===== config.mk =====
export PLATFORM = sky130hd
export DESIGN_NAME = time_preset_entry
export DESIGN_NICKNAME = d
export VERILOG_FILES = /design/src/rtl/time_preset_entry_pkg.sv /design/src/rtl/time_preset_entry_btn_conditioner.sv /design/src/rtl/time_preset_entry.sv
export SDC_FILE = /design/constraint.sdc
export NUM_CORES = 1
export LEC_CHECK = 0
export CORE_ASPECT_RATIO = 0.75
export CORE_UTILIZATION = 59
export CTS_BUF_LIST = sky130_fd_sc_hd__clkbuf_8
export DETAILED_ROUTE_END_ITERATION = 16
export PLACE_DENSITY = 0.79
export REMOVE_ABC_BUFFERS = 1
export SETUP_SLACK_MARGIN = 0.2
export SYNTH_ARGS = -nofsm -noshare
export SYNTH_HDL_FRONTEND = slang
export SYNTH_SLANG_ARGS = --single-unit

===== constraint.sdc =====
create_clock -name clk -period 4.3 [get_ports clk]
set_input_delay 0.86 -clock clk [delete_from_list [all_inputs] [get_ports clk]]
set_output_delay 0.86 -clock clk [all_outputs]
set_load 0.03 [all_outputs]

===== src/rtl/time_preset_entry_pkg.sv =====
// time_preset_entry_pkg: shared FSM encoding and digit constants for the preset entry block
package time_preset_entry_pkg;
  typedef enum logic [1:0] {IDLE, EDIT, CONVERT, DONE} state_t;
  localparam logic [3:0] MAX_BCD = 4'd9;
  localparam logic [1:0] MSD = 2'd3;
  localparam logic [1:0] LSD = 2'd0;
endpackage


===== src/rtl/time_preset_entry_btn_conditioner.sv =====
// time_preset_entry_btn_conditioner: polarity normalise, 2-FF sync, debounce and press pulse (clk, rst_n, btn raw pin -> press one-cycle event)
module time_preset_entry_btn_conditioner #(
  parameter int DEBOUNCE_CYCLES = 500000,
  parameter bit BTN_ACTIVE_LOW = 1'b1
) (
  input  logic clk,
  input  logic rst_n,
  input  logic btn,
  output logic press
);
  localparam int CW = $clog2(DEBOUNCE_CYCLES + 1);
  logic raw, s0, s1, level;
  logic [CW-1:0] cnt;
  assign raw = btn ^ BTN_ACTIVE_LOW;
  // level flips only after s1 has disagreed for DEBOUNCE_CYCLES consecutive cycles; agreement restarts the count
  always_ff @(posedge clk or negedge rst_n) begin
    if (!rst_n) begin
      s0    <= 1'b0;
      s1    <= 1'b0;
      level <= 1'b0;
      press <= 1'b0;
      cnt   <= '0;
    end else begin
      s0    <= raw;
      s1    <= s0;
      press <= 1'b0;
      if (s1 == level) cnt <= '0;
      else if (cnt == CW'(DEBOUNCE_CYCLES - 1)) begin
        level <= s1;
        press <= s1;
        cnt   <= '0;
      end else cnt <= cnt + CW'(1);
    end
  end
endmodule


===== src/rtl/time_preset_entry.sv =====
// time_preset_entry: button-edited 4-digit BCD entry with serial BCD-to-binary preset conversion
// ports: clk, rst_n, btn_sel/inc/dec/ok raw pins; n3..n0 digits, edit_pos, editing, busy, preset_value, preset_valid strobe
import time_preset_entry_pkg::*;
module time_preset_entry #(
  parameter int DEBOUNCE_CYCLES = 500000,
  parameter bit BTN_ACTIVE_LOW = 1'b1,
  parameter int WIDTH = 14
) (
  input  logic             clk,
  input  logic             rst_n,
  input  logic             btn_sel,
  input  logic             btn_inc,
  input  logic             btn_dec,
  input  logic             btn_ok,
  output logic [3:0]       n0,
  output logic [3:0]       n1,
  output logic [3:0]       n2,
  output logic [3:0]       n3,
  output logic [1:0]       edit_pos,
  output logic             editing,
  output logic             busy,
  output logic [WIDTH-1:0] preset_value,
  output logic             preset_valid
);
  logic [3:0] pins, ev;
  logic ev_sel, ev_inc, ev_dec, ev_ok;
  state_t state, state_nxt;
  logic [3:0] dig [4];
  logic [1:0] step;
  logic [WIDTH-1:0] acc, acc_nxt;
  logic [3:0] cur, cd;
  assign pins = {btn_ok, btn_dec, btn_inc, btn_sel};
  for (genvar i = 0; i < 4; i++) begin : g_btn
    time_preset_entry_btn_conditioner #(
      .DEBOUNCE_CYCLES(DEBOUNCE_CYCLES),
      .BTN_ACTIVE_LOW (BTN_ACTIVE_LOW)
    ) u_btn (
      .clk  (clk),
      .rst_n(rst_n),
      .btn  (pins[i]),
      .press(ev[i])
    );
  end
  assign {ev_ok, ev_dec, ev_inc, ev_sel} = ev;
  assign cur = dig[edit_pos];
  // step 0..3 walks n3 down to n0; acc*10 as shift-and-add
  assign cd = dig[MSD - step];
  assign acc_nxt = (acc << 3) + (acc << 1) + WIDTH'(cd);
  always_comb begin
    state_nxt = IDLE;
    case (state)
      IDLE:    state_nxt = ev_sel ? EDIT : IDLE;
      EDIT:    state_nxt = ev_ok ? CONVERT : EDIT;
      CONVERT: state_nxt = (step == 2'd3) ? DONE : CONVERT;
      default: state_nxt = IDLE;
    endcase
  end
  always_ff @(posedge clk or negedge rst_n) begin
    if (!rst_n) state <= IDLE;
    else state <= state_nxt;
  end
  always_ff @(posedge clk or negedge rst_n) begin
    if (!rst_n) begin
      dig          <= '{default: '0};
      edit_pos     <= MSD;
      acc          <= '0;
      step         <= '0;
      preset_value <= '0;
    end else begin
      case (state)
        IDLE: if (ev_sel) edit_pos <= MSD;
        EDIT:
          if (ev_ok) begin
            acc  <= '0;
            step <= '0;
          end else if (ev_sel) edit_pos <= edit_pos - 2'd1;
          else if (ev_inc && !ev_dec) dig[edit_pos] <= (cur == MAX_BCD) ? 4'd0 : cur + 4'd1;
          else if (ev_dec && !ev_inc) dig[edit_pos] <= (cur == 4'd0) ? MAX_BCD : cur - 4'd1;
        CONVERT: begin
          acc  <= acc_nxt;
          step <= step + 2'd1;
          if (step == 2'd3) preset_value <= acc_nxt;
        end
        default: edit_pos <= MSD;
      endcase
    end
  end
  assign {n3, n2, n1, n0} = {dig[3], dig[2], dig[1], dig[0]};
  assign editing      = (state == EDIT);
  assign busy         = (state == CONVERT);
  assign preset_valid = (state == DONE);
endmodule


==> results.json <==
{
  "outcome": "complete, no violations",
  "crit_path_start_kind": "flip-flop",
  "via_per_inst": 5.62,
  "portBuffers": 40,
  "cts_resized": 0,
  "finalCritPeriodShare_pct": 78.1,
  "start_util_pct": 60.7,
  "drive_gt1_share_pct": 10.3,
  "post_cts_buffers": 0,
  "ys_async_sr_fraction_pct": 100,
  "synth.avg_cell_area_um2": 10.5,
  "h-tree-depth": 4,
  "worstPathRequired_ns": 4.60,
  "cp-end-kind": "flip-flop",
  "total_power_mw": 2.54,
  "die_area_um2": 12400,
  "drt-initial-drc-count": 327,
  "slew_viol_final": 0,
  "synth_edf_count": 0,
  "setup_viol": 0,
  "syn_area_um2": 7080,
  "io_pins": 41,
  "ys_seq_area_share_pct": 49.9,
  "max_slew_margin_pct": 43.7,
  "final_cell_mix": "139 x dfrtp_1, 85 x nor2_1, 73 x nand2_1",
  "p_leak_nw": 3.73,
  "synth_top_area_share_pct": 49.1,
  "clock_latency_ns": 0.45,
  "ys.flop_type": "dfrtp_1",
  "design_area_um2": 8070,
  "drc": 0,
  "std_cell_rows": 34,
  "min_path_type": "flip-flop to flip-flop",
  "nFillCells": 881,
  "drt-total-wl_mm": 13.9,
  "clockRootBuffer": "clkbuf_8",
  "fmax_mhz": 298,
  "insertedDiodeCount": 0,
  "synth_seq_cells": 141,
  "grt_max_degree": 94,
  "postRouteAntennaNets": 0,
  "cpMostUsedCell": "inv_1",
  "firstDrtPassIters": 5,
  "gp_congestion": 0.845,
  "cts_made_buffers": 17,
  "grt_usage_pct": 24.6,
  "clk_pin_slew_worst_paths_ns": 0.08,
  "wl_per_cell_um": 15.4,
  "die_w_um": 128,
  "grt_pass1_vias": 5034,
  "skew_ns": 0.0105,
  "power_density_nw_per_um2": 315,
  "crit_slowest_cell": "dfrtp_1",
  "yosys-top-cells-area": "dfrtp_1 49%, ha_1 6.2%, xor2_1 6.1%",
  "worst_pin_slew_ns": 0.845,
  "path_max_fanout": 8,
  "clk_path_buf_depth": 2,
  "post-route-min-period_ns": 3.36,
  "overflow": 0,
  "final_nets": 766,
  "path_class": "flip-flop to flip-flop",
  "antenna_found_initial": 0,
  "final_common_cell": "dfrtp_1",
  "via_count": 5049,
  "ir_drop_mv": 0.209,
  "final_util_pct": 69.2,
  "synthCells": 674,
  "rsz0062_at_grt": "no",
  "cts.sinks": 141,
  "regMostFlops": "g_btn.u_btn.cnt",
  "slowest_delay_ns": 0.55,
  "cts_tree": "built",
  "largest_reg_flops": 76,
  "cp.arrival_ns": 3.66,
  "crit_chain": "mux4_2 -> inv_1 -> fa_1 -> inv_1 -> ha_1 -> a21o_1 -> a21oi_1 -> o21bai_1 -> a311oi_1 -> xor2_1 -> o21ai_0",
  "dpl_cell_area_um2": 7640,
  "syn_to_final_growth_pct": 14.0,
  "synth.distinct_cells": 55,
  "grt_first_pass_wirelength_mm": 24.1,
  "hold_buffers": 0,
  "yosysTopAreaCell": "dfrtp_1",
  "ys_warn_count": 0,
  "max-cap-violations": 0,
  "core_region_area_um2": 11700,
  "hpwl_mm": 9.84,
  "fp.dieH_um": 96.9,
  "finalHoldViolations": 0,
  "reg.largest.list": "g_btn.u_btn.cnt (76), preset_value (14), acc (13)",
  "setup_tns_ns": 0
}
==> per-layer routing <==
layer / up-vias / part of all wire, % / GRT usage [%]
met5: - / 0 / 0
met4: 0 / 1.2 / 7.60
met3: 20 / 4.1 / 5.70
met2: 101 / 46 / 37.6
met1: 2516 / 48 / 35.0
li1: 2412 / - / -
==> metrics by stage <==
stage	hold WS (ns)	setup WS, ns	instances
floorplan	0.331	1.26	661
global placement	0.335	1.06	866
detailed placement	0.336	0.931	866
CTS	0.355	0.926	898
global route	0.367	0.728	898
finish	0.351	0.941	898
==> Yosys cell counts, drive strengths merged (5+ instances only) <==
master	instances
or3	7
nand2	75
xnor2	28
o21ai	36
mux4	8
nor3b	5
a21oi	20
clkbuf	10
nor3	6
and3	24
ha	35
nand3	28
xor2	49
inv	25
nor2	85
and4	6
dfrtp	139
mux2	20
and2	10
nand4	7
==> critical path, delay by kind of cell (launching register included) <==
kind,cells,cell delay [ns]
multiplexers,1,0.55
XOR/XNOR,1,0.19
flip-flops,1,0.55
AO/OA/AOI/OAI,5,1.07
buffers and inverters,2,0.16
adder cells (fa/ha/maj),2,0.68
==> cell families (layout without fill, tap and decap cells) <==
logic type      Yosys count  after routing  synth area share, %
xor+xnor                 77             77                 9.53
flops                   141            141                 49.9
fa+ha+maj                37             37                 6.75
buf+inv                  38            100                 2.19
compound gates           80             80                 7.04
simple gates            270            270                 18.5
mux                      31             31                 6.15
==> report_power, final <==
| part | switching (mW) | internal, mW | leakage (nW) |
|---|---|---|---|
| Sequential | 0.0113 | 1.34 | 1.93 |
| Clock | 0.524 | 0.606 | 0.201 |
| Combinational | 0.0444 | 0.0161 | 1.59 |
==> cell type report <==
type	count	area [um^2]	share of cell area (%)
flip-flops and latches	141	3530	43.8
multi-input cells	495	3390	42.0
repair buffers	43	424	5.26
clock buffers	19	262	3.24
well taps	162	203	2.51
clock inverters	13	164	2.03
inverters	25	93.8	1.16
==> final timing paths <==
path                                    from           endpoint  slack [ns]  cells after the start
setup / recovery                     step[0]   preset_value[11]        0.94                     11
hold / removal             g_btn[0].u_btn.s0  g_btn[0].u_btn.s1        0.35                      0
setup reg to reg                     step[0]   preset_value[11]        0.94                     11
hold reg to reg            g_btn[0].u_btn.s0  g_btn[0].u_btn.s1        0.35                      0
max in group asynchronous              rst_n        edit_pos[0]        2.91                      2
min in group asynchronous              rst_n   preset_value[11]        0.47                      1
(Power assumes the default switching activity.)
==> variant 1, RTL diff (same flow settings) <==
`DEBOUNCE_CYCLES` is set to 500000 in 2 places; all go to 250000.
--- a/src/rtl/time_preset_entry_btn_conditioner.sv
+++ b/src/rtl/time_preset_entry_btn_conditioner.sv
@@ -2,3 +2,3 @@
 module time_preset_entry_btn_conditioner #(
-  parameter int DEBOUNCE_CYCLES = 500000,
+  parameter int DEBOUNCE_CYCLES = 250000,
   parameter bit BTN_ACTIVE_LOW = 1'b1
--- a/src/rtl/time_preset_entry.sv
+++ b/src/rtl/time_preset_entry.sv
@@ -4,3 +4,3 @@
 module time_preset_entry #(
-  parameter int DEBOUNCE_CYCLES = 500000,
+  parameter int DEBOUNCE_CYCLES = 250000,
   parameter bit BTN_ACTIVE_LOW = 1'b1,
Behaviour: no difference found for any inputs over 10 cycles, from zero or initial values and one cycle with rst_n low; that may be too few to reach the edited logic, so the function may still have changed.
==> variant 1 against the unedited design <==
Cell area fell by 3.4%; critical path depth is the same; setup slack got worse by 0.13 ns; maximum frequency shrank 3.6%; power shrank 6.6%; sequential share of layout area is 0.28 points higher; combinational power shrank 5.0%; sequential cell count shrank 4; routed wire length is 3.8% lower; hold slack improved by 0.0077 ns; synthesized area is 3.1% lower; critical path type unchanged.
==> variant 1: results (changes against the unedited design) <==
pin count of the biggest net entering global routing: 99 (+5.3%)
WL met3: 600 um (+4.7%)
VDD IR max: 0.000241 V (+15%)
Filler cells: 798 (-9.4%)
met1 wire length: 6410 um (-4.1%)
Synth cell types: 50 (-9.1%)
critical path data arrival time: 3.78 ns (+0.12 ns)
slew of the pin with the lowest slew margin: 0.863 ns (+0.0176 ns)
Area after DPL: 0.00741 mm^2 (-3.0%)
clock group total power: 1.00 mW (-12%)
Inst Count DP: 828 (-4.4%)
vias in the first global route: 4749 (-5.7%)
worst hold start: g_btn[0].u_btn.s0
leakage: 3.54 nW (-5.1%)
WL final: 13300 um (-3.8%)
Flop pwr share: 55.3% (+2.2 points)
Fin Clk Skew: 0.0121 ns (+0.00154 ns)
fin cells: 860 (-4.2%)
Pre-antenna DRT Iters: 4 (-1)
Worst Hold Slack: 0.359 ns (+0.00773 ns)
Via density: 5.69 (+1.3%)
Detail Placement HPWL: 9420 um (-4.3%)
first-pass GRT wire length: 22700 um (-6.0%)
Final min period: 3.48 ns (+0.126 ns)
total power: 2.37 mW (-6.6%)
commonest cells in the netlist: dfrtp_1 (135), nor2_1 (92), nand2_1 (62)
met2 wire length: 6080 um (-5.5%)
post-synthesis mux area share: 6.04% (-0.12 points)
Compound-Gate Fraction of Synth Area: 6.51% (-0.53 points)
Sw Ratio: 24.8% (+2.0 points)
CTS max path bufs: 2 (unchanged)
fin nets: 750 (-2.1%)
sequential area share after synthesis: 50.0% (+0.11 points)
Synth Instances: 656 (-2.7%)
status: finished clean
FF-to-FF setup slack: 0.82 ns (-0.13 ns)
Initial DRC Count: 310 (-5.2%)
Max Used Layer: met4
RD Place Congestion: 0.860 (+1.8%)
post-CTS setup buffers: 0 (unchanged)
Synth Area in Adders: 6.97% (+0.21 points)
top cells by area in the synthesized netlist: dfrtp_1 (49%), ha_1 (6.4%), xor2_1 (5.9%)
Post-Synth XOR/XNOR Area: 9.96% (+0.43 points)
worst-path maximum fanout: 9 (+1)
Largest regs: g_btn.u_btn.cnt x72, preset_value x14, acc x13
Tot GR Track Use: 24.4% (-0.21 points)
fraction of layout cells with a size suffix above 1: 10.3% (-0.048 points)
crit-path max cell delay: 0.59 ns (+0.04 ns)
Placement Setup Slack: 0.801 ns (-0.129 ns)
[variant 1: cell count changes after synthesis, sizes merged, moves of 7 or more]
| cell | unedited run | this run |
|---|---|---|
| nand2 | 75 | 62 |
| nand3 | 28 | 40 |
| and3 | 24 | 15 |
| nor2 | 85 | 92 |
| nor4b | 0 | 7 |
[variant 1: cells by family after synthesis]
family / count (synthesis)
flip-flops: 137
adder cells (fa/ha/maj): 37
XOR/XNOR: 78
multiplexers: 29
buffers and inverters: 39
AND/OR/NAND/NOR: 266
AO/OA/AOI/OAI: 70
[variant 1: per-layer routing]
metal | up-vias | global-route usage (%)
met1 | 2397 | 33.3
met3 | 23 | 5.67
met4 | 0 | 9.44
met5 | - | 0
li1 | 2357 | -
met2 | 120 | 38.4
[variant 1: layout make-up]
type	instances	area, um^2	area share [%]
sequential	137	3430	44.0
tap	140	175	2.25
multi-input combinational	480	3280	42.1
timing repair buffer	43	424	5.44
clock buffer	17	234	3.00
inverter	28	105	1.35
clock inverter	15	145	1.86
==> variant 2, RTL diff (same flow settings) <==
Made on the original files. Re-encode `state_t` (4 states) as one-hot, 4 bits wide.
--- a/src/rtl/time_preset_entry_pkg.sv
+++ b/src/rtl/time_preset_entry_pkg.sv
@@ -2,3 +2,3 @@
 package time_preset_entry_pkg;
-  typedef enum logic [1:0] {IDLE, EDIT, CONVERT, DONE} state_t;
+  typedef enum logic [3:0] {IDLE = 4'b0001, EDIT = 4'b0010, CONVERT = 4'b0100, DONE = 4'b1000} state_t;
   localparam logic [3:0] MAX_BCD = 4'd9;
Check against the original RTL: no difference found for any inputs over 10 cycles, from zero or initial values and one cycle with rst_n low; not proved beyond that.
==> variant 2 against the unedited design <==
Sequential cell count increased by 2; routed wire length increased by 5.8%; critical path depth down 6; synthesized cell count grew 2.5%; power rose by 4.0%; setup slack worse by 0.042 ns; non-clock buffer count is 1 lower; utilization increased by 0.67 points; clock power increased by 7%; cell count rose by 1.2%; synthesized area grew 2.3%; cell area grew 2.1%; clock skew grew 0.0045 ns; critical path type is now reg2out.
==> variant 2: results (changes against the unedited design) <==
CTS max path bufs: 2 (unchanged)
Worst path top cell family by delay: buffers and inverters
status: finished clean
crit path capture: busy
Synth Area in Adders: 6.60% (-0.15 points)
Clock power frac: 45.8% (+1.3 points)
worst hold start: g_btn[2].u_btn.s0
R2R depth: 10 (-1)
Area after DPL: 0.00779 mm^2 (+1.9%)
drt wl/cell: 16.1 um (+4.5%)
CTS clk-pin slew, worst paths: 0.08 ns (about the same)
post-synthesis mux area share: 6.03% (-0.12 points)
sequential area share after synthesis: 49.5% (-0.41 points)
first-pass GRT wire length: 25000 um (+3.7%)
Slew headroom: 47.2% (+3.6 points)
initial antenna violation count: 0 (unchanged)
Placement Setup Slack: 0.937 ns (+0.00608 ns)
Tot GR Track Use: 25.3% (+0.61 points)
Detail Placement HPWL: 10200 um (+3.5%)
port bufs: 40 (unchanged)
Post-Synth XOR/XNOR Area: 9.07% (-0.46 points)
vias in the first global route: 5269 (+4.7%)
WHS Endpoint: g_btn[2].u_btn.s1
Flop pwr share: 51.8% (-1.3 points)
top cells by area in the synthesized netlist: dfrtp_1 (48%), ha_1 (6.0%), xor2_1 (4.8%)
RR Endpoint: acc[10]
Fmax: 294 MHz (-1.2%)
pin count of the biggest net entering global routing: 90 (-4.3%)
worst r2r src: step[0]
RD Place Congestion: 0.862 (+2.0%)
Synth Instances: 691 (+2.5%)
Fin Clk Skew: 0.0150 ns (+0.00447 ns)
Largest regs: g_btn.u_btn.cnt x76, preset_value x14, acc x13
fraction of layout cells with a size suffix above 1: 9.64% (-0.69 points)
worst-path maximum fanout: 16 (+8)
critical path launch point: state[1]
Worst Hold Slack: 0.353 ns (+0.00209 ns)
clock group total power: 1.21 mW (+7%)
Synth cell types: 59 (+7.3%)
crit-path max cell delay: 0.74 ns (+0.19 ns)
VDD IR max: 0.000196 V (-5.9%)
Initial DRC Count: 318 (-2.8%)
Sw Ratio: 20.9% (-1.9 points)
top_reg_cell synth: dfrtp_1
fin cells: 909 (+1.2%)
critical path data arrival time: 2.54 ns (-1.12 ns)
Inst Count DP: 879 (+1.5%)
fin nets: 779 (+1.7%)
Compound-Gate Fraction of Synth Area: 6.98% (-0.054 points)
commonest cells in the netlist: dfrtp_1 (140), nor2_1 (89), nand2_1 (73)
leakage: 3.83 nW (+2.7%)
vias: 5163 (+2.3%)
FF-to-FF setup slack: 0.92 ns (-0.02 ns)
Filler cells: 867 (-1.6%)
Crit-path slowest cell: clkdlybuf4s50_1
## variant 2: cell types whose count changed after synthesis, sizes merged, moves of 7 or more
cell   unedited run  this run
a22o              3        11
and3             24        16
nand4             7        14
o21ai            36        21
xnor2            28        35
xor2             49        40
## variant 2: routing by layer
| metal | vias up | global-route usage [%] | part of all wire [%] |
|---|---|---|---|
| met1 | 2560 | 33.7 | 45 |
| met3 | 18 | 6.19 | 4.9 |
| met4 | 0 | 8.23 | 1.3 |
| met5 | - | 0 | 0 |
| li1 | 2483 | - | - |
| met2 | 102 | 40.6 | 49 |
## variant 2: area by class of cell
cell class / instances / area [um^2] / area share, %
Clock buffer: 19 / 262 / 3.17
Clock inverter: 11 / 189 / 2.29
Inverter: 25 / 93.8 / 1.14
Multi-Input combinational cell: 507 / 3490 / 42.4
Sequential cell: 143 / 3580 / 43.5
Tap cell: 162 / 203 / 2.46
Timing Repair Buffer: 42 / 417 / 5.06
